[src/rtl/stream_pkg.sv]
// Shared width constant and word type for the stream fork/join blocks.
package stream_pkg;
  localparam int unsigned DEFAULT_DATA_W = 9;
  typedef logic [DEFAULT_DATA_W-1:0] data_t;
endpackage

[src/rtl/stream_skid_buf.sv]
// Two-entry head/tail buffer with push/pop handshakes and a registered ready.
module stream_skid_buf
  import stream_pkg::*;
#(
  parameter int unsigned DATA_W = DEFAULT_DATA_W
) (
  input  logic              clk,
  input  logic              rst,
  input  logic              push,
  input  logic [DATA_W-1:0] push_data,
  output logic              ready,
  input  logic              pop,
  output logic [DATA_W-1:0] head_data,
  output logic              head_valid
);

  logic [1:0]        occ;
  logic [1:0]        occ_next;
  logic [DATA_W-1:0] tail_data;
  logic              push_ok;
  logic              pop_ok;

  assign head_valid = (occ != 2'd0);
  assign push_ok    = push & ready;
  assign pop_ok     = pop & head_valid;

  always_comb begin
    occ_next = occ;
    if (push_ok && !pop_ok)
      occ_next = occ + 2'd1;
    else if (!push_ok && pop_ok)
      occ_next = occ - 2'd1;
  end

  // ready looks at next-state occupancy so it can be a plain flop.
  always_ff @(posedge clk) begin
    if (rst) begin
      occ   <= '0;
      ready <= 1'b0;
    end else begin
      occ   <= occ_next;
      ready <= (occ_next < 2'd2);
    end
  end

  // A push into a buffer that is emptying this cycle lands straight in head.
  always_ff @(posedge clk) begin
    if (pop_ok) begin
      if (occ == 2'd2)
        head_data <= tail_data;
      else if (push_ok)
        head_data <= push_data;
    end else if (push_ok) begin
      if (occ == 2'd0)
        head_data <= push_data;
      else
        tail_data <= push_data;
    end
  end

endmodule

[src/rtl/stream_fork2.sv]
// Eager two-way fork: each input word is offered to branches A and B and
// retires from the skid buffer only once both have taken it.
module stream_fork2
  import stream_pkg::*;
#(
  parameter int unsigned DATA_W = DEFAULT_DATA_W
) (
  input  logic              clk,
  input  logic              rst,
  input  logic [DATA_W-1:0] din,
  input  logic              valid_in,
  output logic              ready_in,
  output logic [DATA_W-1:0] dout_a,
  output logic              valid_a,
  input  logic              ready_a,
  output logic [DATA_W-1:0] dout_b,
  output logic              valid_b,
  input  logic              ready_b
);

  logic              accept;
  logic              retire;
  logic              fire_a;
  logic              fire_b;
  logic              done_a;
  logic              done_b;
  logic              head_valid;
  logic [DATA_W-1:0] head_data;

  stream_skid_buf #(
    .DATA_W(DATA_W)
  ) u_buf (
    .clk       (clk),
    .rst       (rst),
    .push      (accept),
    .push_data (din),
    .ready     (ready_in),
    .pop       (retire),
    .head_data (head_data),
    .head_valid(head_valid)
  );

  assign accept  = valid_in & ready_in;
  assign dout_a  = head_data;
  assign dout_b  = head_data;
  assign valid_a = head_valid & ~done_a;
  assign valid_b = head_valid & ~done_b;
  assign fire_a  = valid_a & ready_a;
  assign fire_b  = valid_b & ready_b;
  assign retire  = head_valid & (done_a | fire_a) & (done_b | fire_b);

  // A branch that fires ahead of the other is masked until the word retires.
  always_ff @(posedge clk) begin
    if (rst || retire) begin
      done_a <= 1'b0;
      done_b <= 1'b0;
    end else begin
      if (fire_a) done_a <= 1'b1;
      if (fire_b) done_b <= 1'b1;
    end
  end

endmodule

[config.mk]
export PLATFORM = sky130hd
export DESIGN_NAME = stream_fork2
export DESIGN_NICKNAME = d
export VERILOG_FILES = /design/src/rtl/stream_pkg.sv /design/src/rtl/stream_skid_buf.sv /design/src/rtl/stream_fork2.sv
export SDC_FILE = /design/constraint.sdc
export NUM_CORES = 1
export LEC_CHECK = 0
export CAP_MARGIN = 20
export CORE_MARGIN = 5
export CORE_UTILIZATION = 40
export DETAILED_ROUTE_END_ITERATION = 8
export GPL_ROUTABILITY_DRIVEN = 0
export PLACE_DENSITY = 0.73
export SETUP_SLACK_MARGIN = 0.15
export SLEW_MARGIN = 20
export SYNTH_ARGS = -nofsm -noshare
export SYNTH_HDL_FRONTEND = slang
export SYNTH_HIERARCHICAL = 1
export SYNTH_SLANG_ARGS = --single-unit
[constraint.sdc]
create_clock -name clk -period 1.9 [get_ports clk]
set_input_delay 0.38 -clock clk [delete_from_list [all_inputs] [get_ports clk]]
set_output_delay 0.38 -clock clk [all_outputs]
set_load 0.02 [all_outputs]
======== Word-level counts from Yosys, hierarchy flattened ========
Cells that the tools add are included.
cells by class
  reduce and logical (&&, ||, !) cells .... 12
  $lt $le $gt $ge ......................... 1
  bitwise logic cells ..................... 15
  eq/ne operators ......................... 1
  add/sub/neg operators ................... 2
  muxes and demuxes ....................... 7
operators with widths
  cell                 count
  $mux 9               5
  $and 1x1->1          9
  $reduce_bool 2->1    4
  $reduce_and 3->1     2
  $mux 2               2
  $not 1->1            4
  $add 2x1->2 const B  1
  $eq 2x2->1 const B   1
  $logic_and 1x1->1    2
  $logic_not 1->1      2
  $logic_not 2->1      1
  $lt 2x2->1 const B   1
  $or 1x1->1           2
  $sub 2x1->2 const B  1
  $logic_or 1x1->1     1
word-level totals
  input port bits ......................... 14
  bits in registers ....................... 23
  output and inout bits ................... 21
  logic and storage cells ................. 44

======== Depth between registers and ports, before layout ========
Gate-level depths: netlist of the first run.
  word-level depth ........................ 11
  depth in mapped cells ................... 9
  mapped depth without buffers ............ 9

======== Modules after synthesis ========
Netlist of the first run, hierarchy kept.
modules (own cells, without submodules)
  module           instances  seq. area each (um2)  cells each  area an instance (um2)
  stream_skid_buf  1          600.6                 54          860.8
  stream_fork2     1          40.0                  21          178.9

======== Least setup slack after synthesis of the first run ========
OpenSTA, ideal clock, no wires.
  path type ............................... register -> register
  start point ............................. register u_buf.occ[0]
  end point ............................... register u_buf.tail_data[0], enable pin
  stages on the path, launching flop included .. 7
  library setup time ...................... 387 ps
  arrival ................................. 1588 ps
  data required time ...................... 1513 ps
  period minus slack after synthesis ...... 1974 ps
  path slack .............................. -74 ps
  path buffers ............................ 0
  path through ............................ dfxtp_1 -> inv_1 -> ha_1 -> inv_1 -> o21a_1 -> o21a_1 -> nor3_1
between the ends
  longest elaborated chain between the ends .. 9
  elaborated cells on any way between the ends .. 14
  those cells by class .................... bitwise (11); reduce/logical (3)
ends and longest elaborated chain
  item                                   RTL line               RTL
  from (decl)                            stream_skid_buf.sv:17  logic [1:0] occ;
  from (signal assigned)                 stream_skid_buf.sv:41  occ <= occ_next;
  $reduce_bool 2->1 (*)                  stream_skid_buf.sv:23  assign head_valid = (occ != 2'd0);
  via head_valid                         stream_fork2.sv:27     logic head_valid;
  $and 1x1->1                            stream_fork2.sv:46     assign valid_a = head_valid & ~done_a;
  $and 1x1->1                            stream_fork2.sv:48     assign fire_a = valid_a & ready_a;
  $or 1x1->1                             stream_fork2.sv:50     assign retire = head_valid & (done_a | fire_a) & (done_b | fire_b);
  $and 1x1->1                            stream_fork2.sv:50
  $and 1x1->1 (*)                        stream_fork2.sv:50
  via retire                             stream_fork2.sv:22     logic retire;
  $and 1x1->1 (*)                        stream_skid_buf.sv:25  assign pop_ok = pop & head_valid;
  $not 1->1 (no source line) (*)         --
  $reduce_and 3->1 (no source line) (*)  --
  to (signal assigned)                   stream_skid_buf.sv:57  tail_data <= push_data;
  to (decl)                              stream_skid_buf.sv:19  logic [DATA_W-1:0] tail_data;
The timed path passes the listed nets; every way through them passes the cells marked *.
A chain may end at the register's enable or synchronous reset.

======== Worst setup path in the final report of the first run ========
  start point ............................. register u_buf.occ[0]
  end point ............................... register u_buf.head_data[5], data pin
between the ends
  longest elaborated chain between the ends .. 8
  elaborated cells on any way between the ends .. 13
  those cells by class .................... eq/ne (1); mux (2); bitwise (9); reduce/logical (1)
ends and longest elaborated chain
  item                   RTL line               RTL
  $reduce_bool 2->1 (*)  stream_skid_buf.sv:23
  via head_valid         stream_fork2.sv:27
  $and 1x1->1            stream_fork2.sv:46
  $and 1x1->1            stream_fork2.sv:48
  $or 1x1->1             stream_fork2.sv:50
  $and 1x1->1            stream_fork2.sv:50
  $and 1x1->1 (*)        stream_fork2.sv:50
  via retire             stream_fork2.sv:22
  $and 1x1->1 (*)        stream_skid_buf.sv:25
  $mux 9 (*)             stream_skid_buf.sv:48  if (pop_ok) begin
  to (signal assigned)   stream_skid_buf.sv:50  head_data <= tail_data;
  to (signal assigned)   stream_skid_buf.sv:52  head_data <= push_data;
  to (signal assigned)   stream_skid_buf.sv:55  head_data <= push_data;
  to (decl)              stream_skid_buf.sv:13  output logic [DATA_W-1:0] head_data,
Marks and branches as above.

==> qor.yml, run 1 <==
outcome:
  status: "finished, final reports clean"
synth:
  ys.flop_type: "edfxtp_1"
  synth_common_cells: "18 x edfxtp_1, 9 x buf_4, 9 x mux2_2"
  synth_seq_cells: 23
  async_flop_share: 0
  synth_area_leaders: "edfxtp_1 52%, mux2_2 9.7%, dfxtp_1 9.6%"
  yosysMostFrequentCell: "edfxtp_1"
  synth.avg_cell_area_sq_um: 13.9
  syn-num-nets: 92
  synth_cell_type_count: 20
  synth-edff-count: 18
  synth_top_area_frac: 0.520
  synth_top_area_cell: "edfxtp_1"
  ys_warn_count: 6
  ys_seq_area_frac: 0.616
  synthesis.area_sq_mm: 0.00104
  synthCells: 75
worst_setup_path:
  path_max_fanout: 5
  reg2reg_slack_ns: 0.11
  crit_path_top_delay_cell: "dfxtp_2"
  crit_chain: "inv_4 -> ha_4 -> inv_4 -> o21a_1 -> o21a_1 -> and2b_2 -> nand2_4 -> mux2_4"
  slowest_delay_ns: 0.37
  worstSetupPathType: "reg2reg"
  startpoint_type: "register"
  cp_data_required_time_ns: 1.97
  path_buf_inv: 2
  arrival_ns: 1.86
  endpoint_kind: "register"
  critPathTopFamily: "flip-flops"
final_layout:
  final_nets: 140
  antennaDiodeCount: 0
  syn2layout_area_growth_pct: 50.3
  instances_no_fill: 152
  postLayoutCellArea_sq_mm: 0.00156
  layout-drive-gt1-share: 0.410
timing:
  period_share: 0.944
  finalSetupViolCount: 0
  rsz0062_at_grt: "yes"
  finClkSkew_ns: 0.00790
  period_needed_ns: 1.79
  finalWorstSetupSlack_ns: 0.106
  finalMaxSlewViolations: 0
  setup-tns-final_ns: 0
  relSlewSlack: 0.824
  final_hold_viol_count: 0
  worst_pin_slew_ns: 0.264
  clock.fmax_mhz: 557
clock_tree:
  clockBufferDepth: 2
  htree_levels: 1
  hold_buffers: 0
  cts.sinks: 23
  worstSkewPairLatency_ns: 0.30
  cts_root_buffer: "clkbuf_4"
  numCtsBuffers: 3
  cts_tree: "built"
  clk_pin_slew_ns: 0.12
place:
  dp_cells: 136
  numPortBuffers: 34
  placed_area_sq_mm: 0.00143
  pre_cts_slack_ns: -0.200
  hpwl_microns: 1420
global_route:
  grt_max_degree: 14
  gr-total-overflow: 0
  track_usage: 0.116
  first_global_vias: 755
  antenna_found_initial: 0
  grt_first_pass_wirelength_microns: 3190
floorplan:
  pin_count: 35
  start_util: 0.420
  core_sq_mm: 0.00248
  die_height_microns: 61.0
  fp.dieArea_sq_mm: 0.00372
  rows: 18
  chipWidth_microns: 61.0
detailed_routing:
  viasPerCell: 4.74
  wl_microns: 2020
  ant_nets: 0
  dr_total_vias: 721
  drt-initial-drc-count: 7
  drc_errors: 0
  wire_per_inst_microns: 13.3
  firstDrtPassIters: 3
power_and_ir_drop:
  ir_drop_v: 0.000375
  p_leak_nw: 0.627
  p_per_area_mw_per_mm2: 598
worst_hold_path:
  hold_path_class: "reg2reg"
flow_run:
  cap_violations: 0
registers in the layout, indices dropped and copies added (netlist names), named ones only:
register	cells
done_b	1
u_buf/tail_data	9
done_a	1
u_buf/occ	1
u_buf/ready	1
u_buf/head_data	9
metrics by stage:
step,hold slack [ns],power [mW],util
floorplan,0.449,0.645,-
global placement,0.482,0.714,0.579
global route,0.571,0.990,0.631
detailed placement,0.488,0.717,0.579
CTS,0.563,0.943,0.619
finish,0.563,0.935,0.631
power by group:
part	total, mW	switching [mW]	leakage (nW)	internal [mW]
Clock	0.215	0.137	0.0177	0.0783
Combinational	0.156	0.0661	0.404	0.0895
Sequential	0.564	0.00705	0.205	0.556
Total	0.935	0.210	0.627	0.724
timing repair:
| item | 4_1_cts | 5_1_grt |
|---|---|---|
| setup buffers | 6 | 5 |
| pin swaps | 1 | 2 |
| endpoints found under the setup margin | 22 | 13 |
| resized for setup | 14 | 3 |
| cloned | 1 | 0 |
layout by cell type, fill, tap and decap left out, types with 2 or more instances in the layout:
cell type / count
a21o_2: 2
a21oi_1: 3
a21oi_2: 2
buf_2: 2
buf_4: 16
clkbuf_4: 3
clkdlybuf4s50_1: 32
dfxtp_1: 3
dfxtp_2: 2
edfxtp_1: 18
ha_1: 2
inv_4: 2
mux2_2: 8
mux2_4: 2
nand2_1: 2
nand2_4: 2
nand3_1: 3
nor2b_1: 2
nor3_2: 3
o21a_1: 3
worst paths after layout:
check / startpoint / endpoint / cells past startpoint
max: u_buf/occ[0] / u_buf/head_data[5] / 8
min: u_buf/tail_data[3] / u_buf/head_data[3] / 1
max reg2reg: u_buf/occ[0] / u_buf/head_data[5] / 8
min reg2reg: u_buf/tail_data[3] / u_buf/head_data[3] / 1
routing by layer:
layer	vias to the layer above	share of wire	global-route usage
met2	26	0.49	0.214
met1	338	0.43	0.128
li1	355	-	-
met4	0	0.010	0.0464
met5	-	0	0
met3	2	0.073	0.0277
area by class of cell:
cell class	count	area, sq um
repair buffers	51	470
inverters	4	20.0
clock inverters	1	5.00
multi-input cells	40	364
fillers	215	915
well taps	30	37.5
flip-flops and latches	23	643
clock buffers	3	22.5
logic make-up (layout without fill, tap and decap cells):
kind of cell / after synthesis / in the layout / synth area share
AOI/OAI and AO/OA: 10 / 10 / 0.0626
adders and majority gates: 3 / 3 / 0.0361
buffers and inverters: 13 / 59 / 0.0794
DFF: 23 / 23 / 0.616
muxes: 10 / 10 / 0.112
and+or+nand+nor: 16 / 17 / 0.0939
worst register-to-register path: stages, from the launching register on:
cell and delay, ns:
dfxtp_2 0.37, inv_4 0.04, ha_4 0.16, inv_4 0.06, o21a_1 0.14, o21a_1 0.15, and2b_2 0.25, nand2_4 0.10
mux2_4 0.31
No activity file was read; power rests on OpenSTA's default activity.
==> inputs of run 2 (changes only) <==
clock period = 1.6 ns   (was 1.9 ns; I/O delays follow)
==> run 2 against run 1 <==
The flow now finishes with violations (setup timing). Global-route usage up 1.4 points. Die area unchanged. Wire length up 5.4%. Total power up 21%. Worst setup slack worse by 0.27 ns. Critical path depth unchanged. Cell count up 3.3%. First-iteration DRC count up 140%. Register-to-register slack worse by 0.27 ns. Clock power up 20%. Combinational power up 31%. Critical endpoint is now u_buf/head_data[1]. Largest cell class unchanged. Highest routed layer unchanged.
==> qor.yml, run 2 (same netlist as run 1, synthesis figures left out) <==
outcome:
  status: "finished with violations"
  violations: "setup timing"
timing:
  finalMaxSlewViolations: 0
  final_hold_viol_count: 0
  finClkSkew_ns: 0.00313
  period_share: 1.11
  worst_pin_slew_ns: 0.258
  rsz0062_at_grt: "yes"
  period_needed_ns: 1.77
  worst_hold_slack_ns: 0.563
  relSlewSlack: 0.828
  finalWorstSetupSlack_ns: -0.168
  clock.fmax_mhz: 565
  setup-tns-final_ns: -2.09
  finalSetupViolCount: 22
power_and_ir_drop:
  ir_drop_v: 0.000483
  p_leak_nw: 0.691
  p_per_area_mw_per_mm2: 687
clock_tree:
  cts.sinks: 23
  cts_root_buffer: "clkbuf_4"
  clk_pin_slew_ns: 0.12
  numCtsBuffers: 3
  htree_levels: 1
  worstSkewPairLatency_ns: 0.30
  cts_tree: "built"
  clockBufferDepth: 2
  hold_buffers: 0
final_layout:
  reg.largest.list: "u_buf/head_data (9), u_buf/tail_data (9)"
  layout_common_cells: "19 x dlygate4sd2_1, 18 x buf_4, 18 x edfxtp_1"
  fillCellCount: 217
  instances_no_fill: 157
  layout-drive-gt1-share: 0.472
  antennaDiodeCount: 0
  syn2layout_area_growth_pct: 58.1
  final_nets: 145
  layout_commonest_cell: "dlygate4sd2_1"
  postLayoutCellArea_sq_mm: 0.00164
  multi_input_area_sq_um: 410
  seq_area_sq_um: 643
floorplan:
  die_height_microns: 61.0
  pin_count: 35
  fp.dieArea_sq_mm: 0.00372
  chipWidth_microns: 61.0
  core_sq_mm: 0.00248
  start_util: 0.420
  rows: 18
worst_setup_path:
  worstSetupPathType: "reg2reg"
  startpoint_type: "register"
  cp_data_required_time_ns: 1.67
  endpoint_kind: "register"
  arrival_ns: 1.84
  path_max_fanout: 5
global_route:
  antenna_found_initial: 0
  grt_max_degree: 14
  track_usage: 0.130
  first_global_vias: 822
  gr-total-overflow: 0
  grt_first_pass_wirelength_microns: 3550
detailed_routing:
  viasPerCell: 4.79
  drc_errors: 0
  drt-initial-drc-count: 17
  dr_total_vias: 752
  wl_microns: 2130
  wire_per_inst_microns: 13.6
  firstDrtPassIters: 4
  ant_nets: 0
worst_hold_path:
  min_from: "u_buf/tail_data[2]"
  hold_path_class: "reg2reg"
place:
  dp_cells: 141
  numPortBuffers: 34
  placed_area_sq_mm: 0.00149
  hpwl_microns: 1510
flow_run:
  cap_violations: 0
-- run 2: cell types whose count changed in the layout (fill, tap and decap cells not counted), sizes merged --
cell and delta:
dlygate4sd2 +19, buf +5, clkdlybuf4s50 -19
-- run 2: through the flow --
stage	setup slack [ns]	total power, mW	util
floorplan	-0.125	0.771	-
global placement	-0.399	0.859	0.601
detailed placement	-0.441	0.863	0.601
CTS	-0.156	1.14	0.648
global route	-0.237	1.19	0.664
finish	-0.168	1.13	0.664
-- run 2: critical path, stage by stage (launching register included) --
cell	delay (ns)
dfxtp_2	0.36
inv_2	0.05
ha_4	0.16
inv_4	0.05
o21a_1	0.13
o21a_1	0.14
and2b_2	0.24
nand2_4	0.10
mux2_4	0.31
-- run 2: worst paths after layout --
path	endpoint	slack, ns	cells past startpoint
max	u_buf/head_data[1]	-0.17	8
min	u_buf/head_data[2]	0.56	1
max reg2reg	u_buf/head_data[1]	-0.17	8
min reg2reg	u_buf/head_data[2]	0.56	1
-- run 2: power breakdown --
| group | switching (mW) | internal [mW] | leakage (nW) |
|---|---|---|---|
| sequential | 0.00821 | 0.661 | 0.205 |
| clock | 0.164 | 0.0931 | 0.0177 |
| combinational | 0.0872 | 0.117 | 0.468 |
-- run 2: cell type report --
class / count / area share
well taps: 30 / 0.0228
multi-input cells: 40 / 0.250
flip-flops and latches: 23 / 0.391
clock buffers: 3 / 0.0137
repair buffers: 56 / 0.309
inverters: 4 / 0.0107
clock inverters: 1 / 0.00304
-- run 2: what timing repair did --
item	4_1_cts	5_1_grt
gates resized for setup	41	5
endpoints found under the hold margin	0	0
buffers inserted	8	2
pin swaps	5	3
cloned	2	0
setup endpoints to repair	51	34
-- run 2: routing by layer --
layer / GRT usage / routed length (microns)
met5: 0 / 0
met2: 0.243 / 1130
met4: 0.0464 / 9
met1: 0.140 / 833
met3: 0.0340 / 158
==> inputs of run 3 (changes only) <==
clock period = 1.4 ns   (was 1.6 ns; I/O delays follow)
==> run 3 against run 2 <==
The flow still finishes with violations (setup timing). Core utilization up 1.0 points. Clock power up 11%. Total power up 16%. Clock skew down 0.0018 ns. Non-clock buffer count up 4. Worst setup slack worse by 0.21 ns. Sequential power up 14%. Via count up 1.3%. Cell count up 2.5%. Combinational power up 27%. Worst hold slack better by 0.0017 ns. Maximum frequency down 0.50%. Largest power group unchanged.
==> qor.yml, run 3 (same netlist as run 1, synthesis figures left out) <==
floorplan:
  rows: 18
  die_height_microns: 61.0
  start_util: 0.420
  fp.dieArea_sq_mm: 0.00372
  core_sq_mm: 0.00248
  chipWidth_microns: 61.0
  pin_count: 35
worst_setup_path:
  path_max_fanout: 4
  cp_common_cell: "o21a_1"
  startpoint_type: "register"
  cp_data_required_time_ns: 1.60
  critPathTopFamily: "compound AO/OA/AOI/OAI gates"
  slowest_delay_ns: 0.34
  crit_chain: "inv_2 -> ha_4 -> inv_4 -> o21a_1 -> o21a_1 -> buf_4 -> buf_6 -> a21o_2 -> mux2_4 -> and3b_1"
  worstSetupPathType: "reg2reg"
  crit_path_top_delay_cell: "dfxtp_2"
  arrival_ns: 1.98
  path_buf_inv: 4
  endpoint_kind: "register"
timing:
  rsz0062_at_grt: "yes"
  final_hold_viol_count: 0
  finClkSkew_ns: 0.00132
  worst_pin_slew_ns: 0.238
  finalMaxSlewViolations: 0
  clock.fmax_mhz: 563
  period_share: 1.27
  finalWorstSetupSlack_ns: -0.377
  finalSetupViolCount: 32
  relSlewSlack: 0.841
  worst_hold_slack_ns: 0.564
  period_needed_ns: 1.78
detailed_routing:
  drt-initial-drc-count: 10
  ant_nets: 0
  dr_total_vias: 762
  wl_microns: 2310
  wire_per_inst_microns: 14.3
  firstDrtPassIters: 4
  viasPerCell: 4.73
  drc_errors: 0
final_layout:
  fillCellCount: 196
  layout_common_cells: "19 x buf_4, 18 x edfxtp_1, 17 x buf_2"
  layout_commonest_cell: "buf_4"
  layout-drive-gt1-share: 0.641
  instances_no_fill: 161
  syn2layout_area_growth_pct: 60.5
  reg.largest.list: "u_buf/head_data (9), u_buf/tail_data (9)"
  antennaDiodeCount: 0
  final_nets: 149
clock_tree:
  clk_pin_slew_ns: 0.11
  htree_levels: 1
  worstSkewPairLatency_ns: 0.29
  numCtsBuffers: 3
  cts.sinks: 23
  clockBufferDepth: 2
  cts_root_buffer: "clkbuf_4"
  cts_tree: "built"
  hold_buffers: 0
outcome:
  status: "finished with violations"
  violations: "setup timing"
place:
  pre_cts_slack_ns: -0.620
  dp_cells: 145
  hpwl_microns: 1590
  numPortBuffers: 34
global_route:
  antenna_found_initial: 0
  gr-total-overflow: 0
  first_global_vias: 803
  grt_max_degree: 13
  track_usage: 0.129
  grt_first_pass_wirelength_microns: 3510
power_and_ir_drop:
  p_leak_nw: 0.716
  ir_drop_v: 0.000526
  p_per_area_mw_per_mm2: 783
worst_hold_path:
  hold_path_class: "in2reg"
flow_run:
  cap_violations: 0
run 3: changes by cell type in the layout (fill, tap and decap cells not counted), sizes merged:
| cell | before | now |
|---|---|---|
| buf | 24 | 45 |
| clkbuf | 3 | 5 |
| clkdlybuf4s15 | 0 | 1 |
| clkinv | 1 | 0 |
| dlygate4sd2 | 19 | 0 |
run 3: timing repair:
| item | CTS | global route |
|---|---|---|
| endpoints found under the setup margin | 51 | 37 |
| resized for setup | 98 | 15 |
| pin swaps | 4 | 5 |
| gates cloned | 2 | 0 |
| endpoints found under the hold margin | 0 | 0 |
| buffers inserted | 5 | 5 |
run 3: layout make-up:
type                       count  area (sq um)  share of cell area
clock buffer                   4          26.3              0.0157
tap                           30          37.5              0.0225
timing repair buffer          60           504               0.302
sequential                    23           643               0.385
inverter                       4          17.5              0.0105
multi-input combinational     40           440               0.264
run 3: report_power, final:
| part | total, mW | internal, mW | switching (mW) |
|---|---|---|---|
| clock | 0.284 | 0.111 | 0.174 |
| sequential | 0.763 | 0.755 | 0.00797 |
| combinational | 0.259 | 0.148 | 0.111 |
| total | 1.31 | 1.01 | 0.292 |
run 3: path summary, 6_finish.rpt:
check	startpoint	endpoint	slack, ns	depth (start not counted)
hold reg to reg	u_buf/tail_data[2]	u_buf/head_data[2]	0.57	1
setup reg to reg	register	u_buf/ready	-0.38	10
hold / removal	din[2]	u_buf/tail_data[2]	0.56	1
setup / recovery	register	u_buf/ready	-0.38	10
run 3: layer usage:
metal  wire, microns  track usage  vias up  part of all wire
met5               0            0        -                 0
met4               9       0.0372        0            0.0039
met3             216       0.0383        2             0.094
met2            1190        0.240       29              0.51
met1             898        0.142      358              0.39
li1                -            -      373                 -
run 3: through the flow:
step / util / cell area, sq um / power (mW) / setup TNS (ns)
floorplan: - / 1080 / 0.881 / -6.91
global placement: 0.613 / 1520 / 0.990 / -14.13
detailed placement: 0.613 / 1520 / 0.996 / -15.19
CTS: 0.642 / 1590 / 1.30 / -7.76
global route: 0.674 / 1670 / 1.37 / -13.43
finish: 0.674 / 1670 / 1.31 / -10.45
